--- src/rtl/square_draw_arbiter_if.sv ---
// Requester and square-engine signal bundle for square_draw_arbiter.
interface square_draw_arbiter_if #(
  parameter int NUM_REQ = 4
);
  logic [NUM_REQ-1:0]   req;
  logic [8*NUM_REQ-1:0] req_x;
  logic [7*NUM_REQ-1:0] req_y;
  logic [3*NUM_REQ-1:0] req_colour;
  logic [NUM_REQ-1:0]   req_draw;
  logic [NUM_REQ-1:0]   done;
  logic                 err;
  logic                 busy;
  logic                 sq_go;
  logic                 sq_plot;
  logic [7:0]           sq_x;
  logic [6:0]           sq_y;
  logic [2:0]           sq_colour;
  logic                 sq_draw;

  modport master (
    output req, req_x, req_y, req_colour, req_draw, sq_plot,
    input  done, err, busy, sq_go, sq_x, sq_y, sq_colour, sq_draw
  );

  modport slave (
    input  req, req_x, req_y, req_colour, req_draw, sq_plot,
    output done, err, busy, sq_go, sq_x, sq_y, sq_colour, sq_draw
  );
endinterface

--- src/rtl/square_draw_arbiter.sv ---
// Round-robin scheduler sharing one 4x4 square draw engine among NUM_REQ requesters.
// Optional job watchdog enabled by defining SQ_ARB_WATCHDOG_EN.
module square_draw_arbiter #(
  parameter int NUM_REQ  = 4,
  parameter int WD_START = 8,
  parameter int WD_BUSY  = 32
) (
  input logic                  clk,
  input logic                  reset,
  square_draw_arbiter_if.slave bus
);
  localparam int IW = $clog2(NUM_REQ);

  typedef enum logic [1:0] {IDLE, ISSUE, BUSY, DONE} state_t;

  if (NUM_REQ < 2 || NUM_REQ > 8 || WD_START < 1 || WD_START > 64 ||
      WD_BUSY < 1 || WD_BUSY > 64) begin : g_param_check
    $error("square_draw_arbiter: parameter out of range");
  end

  state_t        state, state_nx;
  logic [IW-1:0] ptr, owner, gnt_idx;
  logic          gnt_ok;
  logic          timeout;
  logic [7:0]    x_q;
  logic [6:0]    y_q;
  logic [2:0]    colour_q;
  logic          draw_q;
  logic [NUM_REQ-1:0] done_w;

  // Search upward from ptr with wrap; first asserted request wins.
  always_comb begin
    int unsigned idx;
    logic [IW-1:0] cand;
    idx     = 0;
    cand    = '0;
    gnt_ok  = 1'b0;
    gnt_idx = '0;
    for (int unsigned k = 0; k < NUM_REQ; k++) begin
      idx = 32'(ptr) + k;
      if (idx >= NUM_REQ) idx = idx - NUM_REQ;
      cand = IW'(idx);
      if (!gnt_ok && bus.req[cand]) begin
        gnt_ok  = 1'b1;
        gnt_idx = cand;
      end
    end
  end

  always_comb begin
    state_nx = state;
    unique case (state)
      IDLE:    if (gnt_ok) state_nx = ISSUE;
      ISSUE:   if (bus.sq_plot) state_nx = BUSY;
               else if (timeout) state_nx = DONE;
      BUSY:    if (!bus.sq_plot || timeout) state_nx = DONE;
      DONE:    state_nx = IDLE;
      default: state_nx = IDLE;
    endcase
  end

  always_ff @(posedge clk or posedge reset) begin
    if (reset) begin
      state    <= IDLE;
      ptr      <= '0;
      owner    <= '0;
      x_q      <= '0;
      y_q      <= '0;
      colour_q <= '0;
      draw_q   <= 1'b0;
    end else begin
      state <= state_nx;
      if (state == IDLE && gnt_ok) begin
        owner    <= gnt_idx;
        x_q      <= bus.req_x[8*gnt_idx +: 8];
        y_q      <= bus.req_y[7*gnt_idx +: 7];
        colour_q <= bus.req_colour[3*gnt_idx +: 3];
        draw_q   <= bus.req_draw[gnt_idx];
      end
      if (state == DONE)
        ptr <= (owner == IW'(NUM_REQ - 1)) ? '0 : owner + IW'(1);
    end
  end

  always_comb begin
    done_w = '0;
    if (state == DONE) done_w[owner] = 1'b1;
  end

`ifdef SQ_ARB_WATCHDOG_EN
  logic [5:0] wd_cnt;
  logic       wd_err;

  // A plot edge arriving on the final allowed cycle still counts as a normal finish.
  assign timeout = (state == ISSUE && !bus.sq_plot && wd_cnt == 6'(WD_START - 1)) ||
                   (state == BUSY  &&  bus.sq_plot && wd_cnt == 6'(WD_BUSY - 1));

  always_ff @(posedge clk or posedge reset) begin
    if (reset) begin
      wd_cnt <= '0;
      wd_err <= 1'b0;
    end else begin
      if (state_nx != state)
        wd_cnt <= '0;
      else if (state == ISSUE || state == BUSY)
        wd_cnt <= wd_cnt + 6'd1;
      if (state_nx == DONE && state != DONE)
        wd_err <= timeout;
    end
  end

  assign bus.err = (state == DONE) && wd_err;
`else
  assign timeout = 1'b0;
  assign bus.err = 1'b0;
`endif

  assign bus.done      = done_w;
  assign bus.busy      = (state != IDLE);
  assign bus.sq_go     = (state == ISSUE);
  assign bus.sq_x      = x_q;
  assign bus.sq_y      = y_q;
  assign bus.sq_colour = colour_q;
  assign bus.sq_draw   = draw_q;
endmodule

--- src/flat_wrapper.sv ---
// flat-port wrapper written by rule: the top's interface ports become plain ports
module square_draw_arbiter_flat 
#(
  parameter int NUM_REQ  = 4,
  parameter int WD_START = 8,
  parameter int WD_BUSY  = 32
)
  (clk, reset, bus_req, bus_req_x, bus_req_y, bus_req_colour, bus_req_draw, bus_sq_plot, bus_done, bus_err, bus_busy, bus_sq_go, bus_sq_x, bus_sq_y, bus_sq_colour, bus_sq_draw);
  square_draw_arbiter_if #(.NUM_REQ(NUM_REQ)) bus_i ();
  input logic clk;
  input logic reset;
  input wire logic [$bits(bus_i.req)-1:0] bus_req;
  input wire logic [$bits(bus_i.req_x)-1:0] bus_req_x;
  input wire logic [$bits(bus_i.req_y)-1:0] bus_req_y;
  input wire logic [$bits(bus_i.req_colour)-1:0] bus_req_colour;
  input wire logic [$bits(bus_i.req_draw)-1:0] bus_req_draw;
  input wire logic [$bits(bus_i.sq_plot)-1:0] bus_sq_plot;
  output wire logic [$bits(bus_i.done)-1:0] bus_done;
  output wire logic [$bits(bus_i.err)-1:0] bus_err;
  output wire logic [$bits(bus_i.busy)-1:0] bus_busy;
  output wire logic [$bits(bus_i.sq_go)-1:0] bus_sq_go;
  output wire logic [$bits(bus_i.sq_x)-1:0] bus_sq_x;
  output wire logic [$bits(bus_i.sq_y)-1:0] bus_sq_y;
  output wire logic [$bits(bus_i.sq_colour)-1:0] bus_sq_colour;
  output wire logic [$bits(bus_i.sq_draw)-1:0] bus_sq_draw;
  assign bus_i.req = bus_req;
  assign bus_i.req_x = bus_req_x;
  assign bus_i.req_y = bus_req_y;
  assign bus_i.req_colour = bus_req_colour;
  assign bus_i.req_draw = bus_req_draw;
  assign bus_i.sq_plot = bus_sq_plot;
  assign bus_done = bus_i.done;
  assign bus_err = bus_i.err;
  assign bus_busy = bus_i.busy;
  assign bus_sq_go = bus_i.sq_go;
  assign bus_sq_x = bus_i.sq_x;
  assign bus_sq_y = bus_i.sq_y;
  assign bus_sq_colour = bus_i.sq_colour;
  assign bus_sq_draw = bus_i.sq_draw;
  square_draw_arbiter #(.NUM_REQ(NUM_REQ), .WD_START(WD_START), .WD_BUSY(WD_BUSY)) u_core (.clk(clk), .reset(reset), .bus(bus_i));
endmodule
--- config.mk ---
export PLATFORM = sky130hd
export DESIGN_NAME = square_draw_arbiter_flat
export DESIGN_NICKNAME = d
export VERILOG_FILES = /design/src/rtl/square_draw_arbiter_if.sv /design/src/rtl/square_draw_arbiter.sv /design/src/flat_wrapper.sv
export SDC_FILE = /design/constraint.sdc
export NUM_CORES = 1
export LEC_CHECK = 0
export CORE_ASPECT_RATIO = 0.75
export CORE_MARGIN = 5
export CORE_UTILIZATION = 30
export CTS_CLUSTER_DIAMETER = 30
export DETAILED_ROUTE_END_ITERATION = 8
export GPL_ROUTABILITY_DRIVEN = 0
export PLACE_DENSITY_LB_ADDON = 0.1
export SLEW_MARGIN = 20
export SYNTH_ARGS = -nofsm -noshare
export SYNTH_HDL_FRONTEND = slang
export SYNTH_SLANG_ARGS = --single-unit
--- constraint.sdc ---
create_clock -name clk -period 2.1 [get_ports clk]
set_input_delay 0.63 -clock clk [delete_from_list [all_inputs] [get_ports clk]]
set_output_delay 0.63 -clock clk [all_outputs]
set_load 0.1 [all_outputs]
==> results of run 1 <==
[what timing repair did]
item                                    4_1_cts  5_1_grt
gates resized for setup                       9        3
pin swaps                                     5        1
setup buffers                                 5        1
hold buffers                                  0        0
gates cloned                                  2        0
endpoints found under the setup margin        9       19
[final cells by class]
class / count / area (um^2) / share of cell area
Multi-Input combinational cell: 118 / 970 / 0.291
Sequential cell: 25 / 626 / 0.188
Clock buffer: 3 / 41.3 / 0.0124
Inverter: 7 / 26.3 / 0.00788
Tap cell: 75 / 93.8 / 0.0282
Clock inverter: 1 / 5.00 / 0.00150
Timing Repair Buffer: 128 / 1570 / 0.471
[kinds of logic (layout without fill, tap and decap cells)]
| family | after synthesis | after routing | synth area share |
|---|---|---|---|
| adders and majority gates | 8 | 8 | 0.0586 |
| muxes | 40 | 40 | 0.236 |
| buffers and inverters | 18 | 139 | 0.0828 |
| DFF | 25 | 25 | 0.366 |
| AOI/OAI and AO/OA | 30 | 30 | 0.148 |
| other | 1 | 1 | 0.00220 |
| and+or+nand+nor | 39 | 39 | 0.106 |
[report_power, final]
part           switching [mW]  internal [mW]
registers               0.280          0.729
logic                    2.49           1.76
clock network           0.167          0.133
[worst max-delay path, delay by kind of cell, from the launching register on]
kind	cells	cell delay, ns
and+or+nand+nor	1	0.18
adders and majority gates	1	0.20
DFF	1	0.44
buffers and inverters	2	0.27
[routing by layer]
layer,GRT usage,vias to the layer above
met1,0.210,758
met2,0.241,57
met3,0.0604,2
li1,-,834
met5,0,-
met4,0.0343,0
[stage by stage]
stage	hold WS [ns]	util
after global placement	0.535	0.580
after floorplan	0.497	-
final	0.555	0.613
after global routing	0.576	0.613
after detailed placement	0.534	0.580
after CTS	0.559	0.609
[sequential cells by signal, summed over array words and instances (netlist names)]
name / count
u_core.owner: 2
u_core.bus.sq_x: 8
u_core.ptr: 2
u_core.bus.sq_colour: 3
u_core.bus.sq_draw: 1
u_core.bus.sq_y: 7
u_core.state: 2
[layout by cell type, fill, tap and decap left out, drive strengths merged, types with 4 or more instances in the layout]
cell type       n
and2            4
buf            45
clkdlybuf4s50  78
dfrtp          25
ha              8
inv             7
mux2i          38
nand2          24
nor2b           4
o221ai         20
[worst max path at each step]
stage | end | slack, ns
3_3_place_gp | u_core.bus.sq_x[6]$_DFFE_PP0P_ | -0.28
5_1_grt | bus_done[2] | 0.03
4_1_cts | u_core.bus.sq_x[0]$_DFFE_PP0P_ | 0.05
6_report | bus_done[0] | 0.1
3_5_place_dp | u_core.bus.sq_x[0]$_DFFE_PP0P_ | -0.33
2_1_floorplan | bus_done[0] | 0.11
==> results list, run 1 <==
- DRC violations left: 0
- During placement, the flow inserted port buffers numbering 107.
* Final-report setup violation count: 0
- Data arrives at the worst endpoint at 1.37 ns.
* Power per cell area: 1660 nW/um^2
* Vertical die dimension: 75.3 um
- Worst Path Class, Setup: flip-flop to output pin
- In this run, synthesis inferred 0 flip-flops with an integrated enable.
* I/O pins: about 110
- Routed wire length on met2: approximately 2.6 mm
* Crit path max fanout: 5
* Die area: about 7300 um^2
- Synthesis produced a netlist with a net count of around 250.
- Fraction of synthesized cell area taken by the top area cell type: 0.366
- Pre-CTS setup slack: -0.332 ns
- Maximum number of buffers from clock root to sink: 2
* Starting Density: 0.314
- After detailed routing, the average wire length per cell comes to ~16 um.
- Dividing the synthesized area by the synthesized cell count gives 10.6 um^2.
* Maximum level of the CTS H-tree: 1
- For this block, the routed nets add up to approximately 5.8 mm of wire.
- Number of standard-cell rows in the floorplan: 23
- In this run the register-to-register setup slack is 0.42 ns.
- Number of standard cells after synthesis: between 150 and 200
* Met3 wire length: between 400 and 500 um
* Placeable core region: approximately 5400 um^2
- IR analysis of the VDD net gives a maximum drop of 0.000776 V.
- Data required time at the worst endpoint: between 1 and 1.5 ns
- Summed over all instances, the cell type with the most area after synthesis is dfrtp_1.
- Final ANT Viol Nets: 0
- The via count of the first global-routing pass was roughly 1800.
- Critical path origin: u_core.owner[0]$_DFFE_PP0P_
- Leaving out filler cells and counting taps, the final layout contains ~360.
- Detailed placement finished with a half-perimeter wire length of about 4.3 mm.
* Clock edge transition at the registers on the reported setup and hold paths: roughly 0.10 ns
- The worst setup path is captured at an output pin.
- Number of diodes: 0
- Before antenna repair, the detailed router went through 4 iterations.
- Clock tree from TritonCTS: yes
- In the final layout, the share of cells above drive strength 1 is 0.209.
- Entering global routing, the biggest net connects 26 pins.
* Number of distinct standard cells referenced by the synthesized netlist: 32
- Dividing the final minimum period by the clock period gives 0.954.
* List of most frequent post-synthesis cells: mux2i_1, dfrtp_1, nand2_1
- The tree is rooted in a clkbuf_8.
- DRC marker count from the first detailed-route iteration: 29
* Cell depth of the worst flop-to-flop path: 7
- Number of filler instances in the final layout: 431
* Synthesized area: around 1700 um^2
- Once placement finished, the instance area stood at between 3000 and 4000 um^2.
- In the final timing run, aggregate negative setup slack is 0 ns.
- The flow ran to the end, and the final reports show no timing, DRC or antenna violations.
* Number of antenna violations at the first check in global routing: 0
* Power consumption: approximately 5.5 mW
- Clock latency on the worst-skew pair, taken at its later pin, is between 0.2 and 0.3 ns.
- In this run the worst hold path is classified as flip-flop to flip-flop.
- Capturing point of the worst reg2reg path: u_core.bus.sq_x[0]$_DFFE_PP0P_
- Cell with the most instances after synthesis: mux2i_1
- Dividing the detail-routed via count by the number of cells gives 4.62.
- Max capacitance violation total: 0
* Largest stage delay on the critical path: approximately 0.44 ns
- Once placement completed, the tool counted placed cells totaling 345.
- The final max-slew violation count is 0.
* Sink Count: 25
* Final Hold Fails: 0
- The synthesized design contains 25 register bits.
- From synthesis to final layout, the design area changed by 95.2%.
- Setup slack closes at between 0.09 and 0.1 ns.
- Summing over every cut layer, the via total after detailed routing is between 1500 and 2000.
- The slowest stage of the critical path is the dfrtp_1 cell.
- Summed area of non-filler cells in the final layout: around 3300 um^2
- Endpoint with the worst hold slack: u_core.bus.sq_x[5]$_DFFE_PP0P_
- FF-to-FF Start: u_core.ptr[0]$_DFFE_PP0P_
- Post-Route Skew: roughly 0.0036 ns
* X dimension of the die: 97.1 um
- Number of buffers inserted during clock tree synthesis: 3
* Post-route met1 wirelength: roughly 2.7 mm
- Critical path, cell by cell: inv_1 -> ha_1 -> and2_1 -> buf_12
* CP startpoint kind: flip-flop
- WHS Path Cells: 2
* Sequential cell area fraction in the yosys report: 0.366
* Setup repair after global routing missed its margin: false
- Across every metal layer, demand over resource in global routing totals 0.156.
- Top_reg_cell synth: dfrtp_1
- Highest attainable clock frequency: around 500 MHz
- For this design the static power due to leakage is between 1.5 and 2 nW.
* Hold path startpoint: u_core.bus.sq_x[5]$_DFFE_PP0P_
- The net count of the finished layout is 374.
- After synthesis, the share of flip-flops with an asynchronous set or reset is 1.00.
- After synthesis, the cell types taking the most area are dfrtp_1, mux2i_1, o221ai_1.
* Total global routing overflow: 0
- Count of yosys warnings during synthesis: 0
- Shortest period the worst path allows: about 2 ns
- The highest layer touched by signal routing is met4.
- The first global-routing pass estimated 9.14 mm of wire.
No activity file was read; power rests on OpenSTA's default activity.
==> run 2: changes to the inputs <==
--- a/config.mk
+++ b/config.mk
@@ -11,6 +11,7 @@
 export CTS_CLUSTER_DIAMETER = 30
 export DETAILED_ROUTE_END_ITERATION = 8
 export GPL_ROUTABILITY_DRIVEN = 0
+export MAX_ROUTING_LAYER = met4
 export PLACE_DENSITY_LB_ADDON = 0.1
 export SLEW_MARGIN = 20
 export SYNTH_ARGS = -nofsm -noshare
==> run 2 against run 1 <==
Net effect:
- routed wire length about the same
- cell count unchanged
- register-to-register slack about the same
- clock skew about the same
- cell area unchanged
- non-clock buffer count unchanged
- total power about the same
==> results list, run 2 (synthesis gave the netlist of run 1 again) <==
- Via count of the first global-routing pass: approximately 1800
- Hold path startpoint: u_core.bus.sq_x[5]$_DFFE_PP0P_
- The routed design has ~5.8 mm of wire.
- Final-report setup violation count: 0
* Highest-utilization routing layer at the global route stage: met2
* Data required time at the worst endpoint: ~1.5 ns
* Global routing usage on met1: 0.216
- Flip-flop count of the largest register, all copies and words added: 8
* Most frequent cells in the layout: clkdlybuf4s50_1, mux2i_1, buf_12, dfrtp_1, nand2_1
- After the last flow step, the layout net total stands at about 370.
- After detailed placement, the design holds a cell count of ~350.
* Met2 track demand over resource in global routing: 0.241
- Routed wire per std cell: between 15 and 20 um
- Largest net degree at the start of global routing: 26
- The worst setup path is captured at an output pin.
- CP startpoint kind: flip-flop
* Clock edge transition at the registers on the reported setup and hold paths: around 0.10 ns
- Number of max-slew violations in the final report: 0
- Worst Path Class, Setup: flip-flop to output pin
- Maximum number of buffers from clock root to sink: 2
- Number of antenna violations at the first check in global routing: 0
- Number of buffers inserted during clock tree synthesis: 3
* Post-CTS Hold Buffers: 0
- Clock root buffer master: clkbuf_8
- Power consumption: 5.55 mW
- The clock drives 25 sinks.
* DRC violations left: 0
* Number of iterations in the first detailed-routing pass: 4
* Global-route wire length before repair: between 9 and 10 mm
* Number of standard-cell rows in the floorplan: 23
* I/O pins: 109
* FF-to-FF Start: u_core.ptr[0]$_DFFE_PP0P_
* Part of the cycle the worst path needs: 0.954
- In this run the static leakage power is about 1.5 nW.
- Pre-CTS setup slack: -0.332 ns
* Finished Layout Cells: 357
- Final Hold Fails: 0
* Run status: completed
- Placeable core region: 5440 um^2
- In this run the horizontal extent of the chip is between 90 and 100 um.
* Maximum level of the CTS H-tree: 1
- Crit path max fanout: 5
- In this run the remaining antenna-violating nets after routing total 0.
- Shortest period the worst path allows: 2.00 ns
- Leading cell type in the layout, fill and taps excluded: clkdlybuf4s50_1
- The initial utilization of the core area, before any placement, comes to 0.314.
- At the later pin of the worst-skew pair, clock insertion delay measures 0.27 ns.
- In the global route stage, overall resource usage came out at 0.161.
* Max capacitance violation total: 0
- Total global routing overflow: 0
- Number of diodes: 0
- Final worst slack: 0.0968 ns
- Data arrives at the worst endpoint at roughly 1.4 ns.
- The detailed router finished its first iteration with 29 violations.
* Area growth, synth to finish: 95.2%
- Dividing the detail-routed via count by the number of cells gives about 4.6.
* Share of final-layout standard cells stronger than drive strength 1: 0.209
* Final-layout setup total negative slack: 0 ns
* Hold crit path type: flip-flop to flip-flop
* Critical path origin: u_core.owner[0]$_DFFE_PP0P_
* Power per cell area: between 1500 and 2000 nW/um^2
* Die area: between 7000 and 8000 um^2
* Utilization of the core after routing: 0.613
* Highest attainable clock frequency: roughly 500 MHz
* Hpwl dp: between 4 and 5 mm
- Setup repair after global routing left no endpoint under its margin.
- Number of port buffers: 107
- Via Count: approximately 1700
* Met3 Resource Use GR: 0.0503
* Max IR drop VDD: 0.000776 V
* Post-Route Skew: ~0.0036 ns
- Clock tree from TritonCTS: yes
- Vertical die dimension: 75.3 um
run 2: cell type report:
type	instances	area (um^2)
clock inverter	1	5.00
timing repair buffer	128	1570
inverter	7	26.3
clock buffer	3	41.3
sequential	25	626
tap	75	93.8
multi-input combinational	118	970
fill	431	2110
run 2: metrics by stage:
| step | hold slack, ns | area [um^2] |
|---|---|---|
| CTS | 0.559 | 3310 |
| finish | 0.555 | 3330 |
| global placement | 0.535 | 3150 |
| floorplan | 0.497 | 1710 |
| global route | 0.576 | 3330 |
| detailed placement | 0.534 | 3150 |
run 2: final timing paths:
check                                                 end  slack (ns)  depth (start not counted)
setup reg to reg           u_core.bus.sq_x[0]$_DFFE_PP0P_        0.42                          7
hold reg to reg            u_core.bus.sq_x[5]$_DFFE_PP0P_        0.55                          2
hold / removal             u_core.bus.sq_x[5]$_DFFE_PP0P_        0.55                          2
setup / recovery                              bus_done[0]         0.1                          4
max in group asynchronous     u_core.state[1]$_DFFE_PP0P_        1.15                          3
min in group asynchronous     u_core.owner[1]$_DFFE_PP0P_        0.71                          3
run 2: power breakdown:
part           switching [mW]  total (mW)  internal [mW]
registers               0.280        1.01          0.729
clock network           0.167       0.300          0.133
logic                    2.48        4.24           1.76
total                    2.93        5.55           2.62
run 2: worst max-delay path, cell delays in order, from the launching register on:
cell and delay (ns):
dfrtp_1 0.44, inv_1 0.10, ha_1 0.20, and2_1 0.18
buf_12 0.17
run 2: repair_timing:
action / 4_1_cts / 5_1_grt
buffers inserted: 5 / 1
gates cloned: 2 / 0
endpoints found under the setup margin: 9 / 19
gates resized for setup: 9 / 3
pin swaps: 5 / 1
run 2: layer usage:
layer / routed length (um) / part of all wire / up-vias
met1: 2800 / 0.49 / 760
met5: 0 / 0 / -
li1: - / - / 834
met4: 28 / 0.0049 / 0
met3: 336 / 0.058 / 2
met2: 2590 / 0.45 / 57
==> run 3: changes to the inputs <==
--- a/config.mk
+++ b/config.mk
@@ -5,9 +5,11 @@
 export SDC_FILE = /design/constraint.sdc
 export NUM_CORES = 1
 export LEC_CHECK = 0
+export ABC_AREA = 1
+export CAP_MARGIN = 15
 export CORE_ASPECT_RATIO = 0.75
 export CORE_MARGIN = 5
-export CORE_UTILIZATION = 30
+export CORE_UTILIZATION = 40
 export CTS_CLUSTER_DIAMETER = 30
 export DETAILED_ROUTE_END_ITERATION = 8
 export GPL_ROUTABILITY_DRIVEN = 0
==> run 3 against run 2 <==
Net effect:
- global-route usage rose by 4.8 points
- maximum frequency decreased by 0.60%
- sequential cell count unchanged
- clock-buffer cell count did not move
- worst hold slack worse by 0.0059 ns
- die area decreased by 2.0%
- first-iteration DRC count rose to 5.0 times the previous value
- clock skew is 0.0019 ns higher
- synthesized cell count increased by 120%
- critical path type is now input pin to flip-flop
- critical endpoint is now u_core.bus.sq_y[1]$_DFFE_PP0P_
- largest cell class unchanged
==> results list, run 3 <==
- The run finished with clean final reports.
* Hpwl dp: around 5.1 mm
- Max capacitance violation total: 0
* Synthesized Nets: between 400 and 500
* Number of buffers inserted during clock tree synthesis: 3
* Number of standard-cell rows in the floorplan: 23
* List of most frequent post-synthesis cells: nand2_1, inv_1, nand3_1
- Among all cell types in the netlist, the one instantiated most often is nand2_1.
* Highest attainable clock frequency: between 400 and 500 MHz
* Leading cell type in the layout, fill and taps excluded: nand2_1
- STA classifies the critical path startpoint as an input pin.
- Most frequent cells in the layout: nand2_1, clkdlybuf4s50_1, inv_1, buf_12, nand3_1
* Number of filler instances in the final layout: between 400 and 500
- Flop2flop setup slack: 0.13 ns
- The register with the most flip-flops in the layout has 8 of them.
- Via Count: ~2600
- Final WL: 7.33 mm
- Final-report setup violation count: 0
- The core region is approximately 5400 um^2.
- Vertical die dimension: 74.6 um
- After synthesis, the cell types taking the most area are dfrtp_1, nand2_1, inv_1.
* Instance count after placement with tap cells included: 539
- In the synthesized netlist the async set-or-reset flop fraction comes to 1.00.
- Critical Path Slowest Stage Cell: dlygate4sd2_1
* Maximum number of buffers from clock root to sink: 2
- Dividing the synthesized area by the synthesized cell count gives between 6 and 7 um^2.
- Count of yosys warnings during synthesis: 0
- OpenSTA, run right after detailed placement, puts the worst setup slack at -0.716 ns.
- Number of antenna violations at the first check in global routing: 0
- The number of antenna diodes in the final layout is 0.
* I/O pins: approximately 110
* Final worst slack: around 0.085 ns
- Worst Path Class, Setup: input pin to flip-flop
- Together, buffers and inverters on the worst path number 5.
- Final Hold Fails: 0
- TritonCTS built the clock tree.
- The initial utilization of the core area, before any placement, comes to 0.414.
- Crit path max fanout: 14
- On the final layout, the worst clock skew is between 0.005 and 0.006 ns.
* Fraction of synthesized cell area taken by the top area cell type: 0.281
- Library cell occupying the most area in the post-synthesis netlist: dfrtp_1
- The share of the Yosys chip area taken by registers is 0.281.
- Hold path startpoint: u_core.bus.sq_y[0]$_DFFE_PP0P_
- X dimension of the die: 96.1 um
- Finished Layout Cells: between 500 and 600
* Number of max-slew violations in the final report: 0
- Arrival time of data at the critical path endpoint: approximately 2.2 ns
- Via count of the first global-routing pass: between 2000 and 3000
- DRC marker count from the first detailed-route iteration: 145
- Counting every sink on the clock net gives 25.
- Global-route wire length before repair: around 12 mm
- The worst register-to-register path ends at u_core.bus.sq_y[1]$_DFFE_PP0P_.
- Nets@finish: between 500 and 600
* Number of standard cells after synthesis: 360
- Maximum level of the CTS H-tree: 1
* Hold crit path type: flip-flop to flip-flop
* Cell depth of the worst flop-to-flop path: 15
- Clock edge transition at the registers on the reported setup and hold paths: roughly 0.09 ns
- Largest stage delay on the critical path: about 0.24 ns
- Number of enable flip-flop cells after synthesis: 0
- Clock root buffer master: clkbuf_8
- Worst hold slack: approximately 0.55 ns
- Total global routing overflow: 0
* Largest net degree at the start of global routing: 26
- The critical path runs through a total of 15 cells.
* Routed wire per std cell: 13.2 um
- Synthesized area: roughly 2200 um^2
* FF-to-FF Start: u_core.ptr[0]$_DFFE_PP0P_
- Once detail routing completed, the nets flagged for antenna violations numbered 0.
- Subtracting the final worst setup slack from the clock period gives 2.02 ns.
* Data required time at the worst endpoint: around 2.3 ns
- Area growth, synth to finish: 80.4%
- The number of hold buffers added after CTS was 0.
* Global-route usage over all layers: 0.209
* Final-layout setup total negative slack: 0 ns
* Endpoint with the worst hold slack: u_core.bus.sq_y[0]$_DFFE_PP0P_
- Critical path, cell by cell: dlygate4sd2_1 -> inv_1 -> nand2_2 -> nand3_4 -> nand2_4 -> nor2_8 -> nand3_1 -> nand3_2 -> nand2_4 -> buf_8 -> inv_8 -> nor2_4 -> buf_12 -> nand2_1 -> nand3_1
- Part of the cycle the worst path needs: 0.960
* Number of port buffers: 107
- The worst setup path is captured at a flip-flop.
- Top_reg_cell synth: dfrtp_1
- The die covers ~7000 um^2.
- Clk_lat worst skew: 0.27 ns
- DRC violations left: 0
* Share of final-layout standard cells stronger than drive strength 1: 0.197
- In this design, the largest share of critical-path delay is due to simple AND/OR/NAND/NOR gates.
- Flop and latch count out of synthesis: 25
* WHS Path Cells: 2
* Number of distinct standard cells referenced by the synthesized netlist: 27
- Before antenna repair, the detailed router went through 4 iterations.
- Using the TritonRoute via totals, the vias-per-cell ratio works out to roughly 4.7.
==> run 3: how the worst max path moves through the flow <==
stage / slack (ns) / to / startpoint
2_1_floorplan: 0.17 / u_core.state[0]$_DFFE_PP0P_ / u_core.state[0]$_DFFE_PP0P_
3_3_place_gp: -0.60 / u_core.bus.sq_x[7]$_DFFE_PP0P_ / bus_req[1]
3_5_place_dp: -0.72 / u_core.bus.sq_y[2]$_DFFE_PP0P_ / bus_req[3]
4_1_cts: 0.05 / u_core.bus.sq_x[7]$_DFFE_PP0P_ / u_core.ptr[1]$_DFFE_PP0P_
5_1_grt: -0.03 / u_core.bus.sq_draw$_DFFE_PP0P_ / bus_req[3]
6_report: 0.08 / u_core.bus.sq_y[1]$_DFFE_PP0P_ / bus_req[3]
==> run 3: cells by family (layout without fill, tap and decap cells) <==
logic type | after synthesis | after routing | synth area share
other | 1 | 1 | 0.00168
and+or+nand+nor | 203 | 203 | 0.410
AOI/OAI and AO/OA | 34 | 34 | 0.0765
buffers and inverters | 88 | 210 | 0.181
DFF | 25 | 25 | 0.281
adders and majority gates | 8 | 8 | 0.0450
muxes | 1 | 1 | 0.00450
==> run 3: area by class of cell <==
| cell class | instances | area (um^2) | share of cell area |
|---|---|---|---|
| Clock buffer | 3 | 41.3 | 0.0103 |
| Clock inverter | 1 | 5.00 | 0.00125 |
| Multi-Input combinational cell | 247 | 1290 | 0.320 |
| Timing Repair Buffer | 134 | 1680 | 0.417 |
| Sequential cell | 25 | 628 | 0.156 |
| Inverter | 72 | 285 | 0.0710 |
| Tap cell | 75 | 93.8 | 0.0234 |
==> run 3: worst min-delay path, stage by stage, from the launching register on <==
cell	delay, ns
dfrtp_1	0.40
nand2_1	0.07
nand2_1	0.06
==> run 3: stage by stage <==
| step | utilization | area (um^2) |
|---|---|---|
| 6_report | 0.746 | 4020 |
| 3_5_place_dp | 0.676 | 3640 |
| 2_1_floorplan | - | 2230 |
| 4_1_cts | 0.733 | 3950 |
| 3_3_place_gp | 0.676 | 3640 |
| 5_1_grt | 0.746 | 4020 |
==> run 3: repair_timing <==
action                     in CTS  in global routing
cloned                          5                  0
pin swaps                      10                  4
resized for setup              34                 17
buffers inserted                5                  4
setup endpoints to repair      20                 21
==> run 3: layer usage <==
metal | vias to the layer above | global-route usage | wire length, um
li1 | 1343 | - | -
met1 | 1194 | 0.259 | 2990
met2 | 102 | 0.357 | 3810
met3 | 2 | 0.0404 | 499
met4 | 0 | 0.0394 | 23
met5 | - | - | 0
Power of run 3 is left out: the tool's default activity adds up to more than one toggle a clock period on the data nets, which glitch-free logic cannot reach.
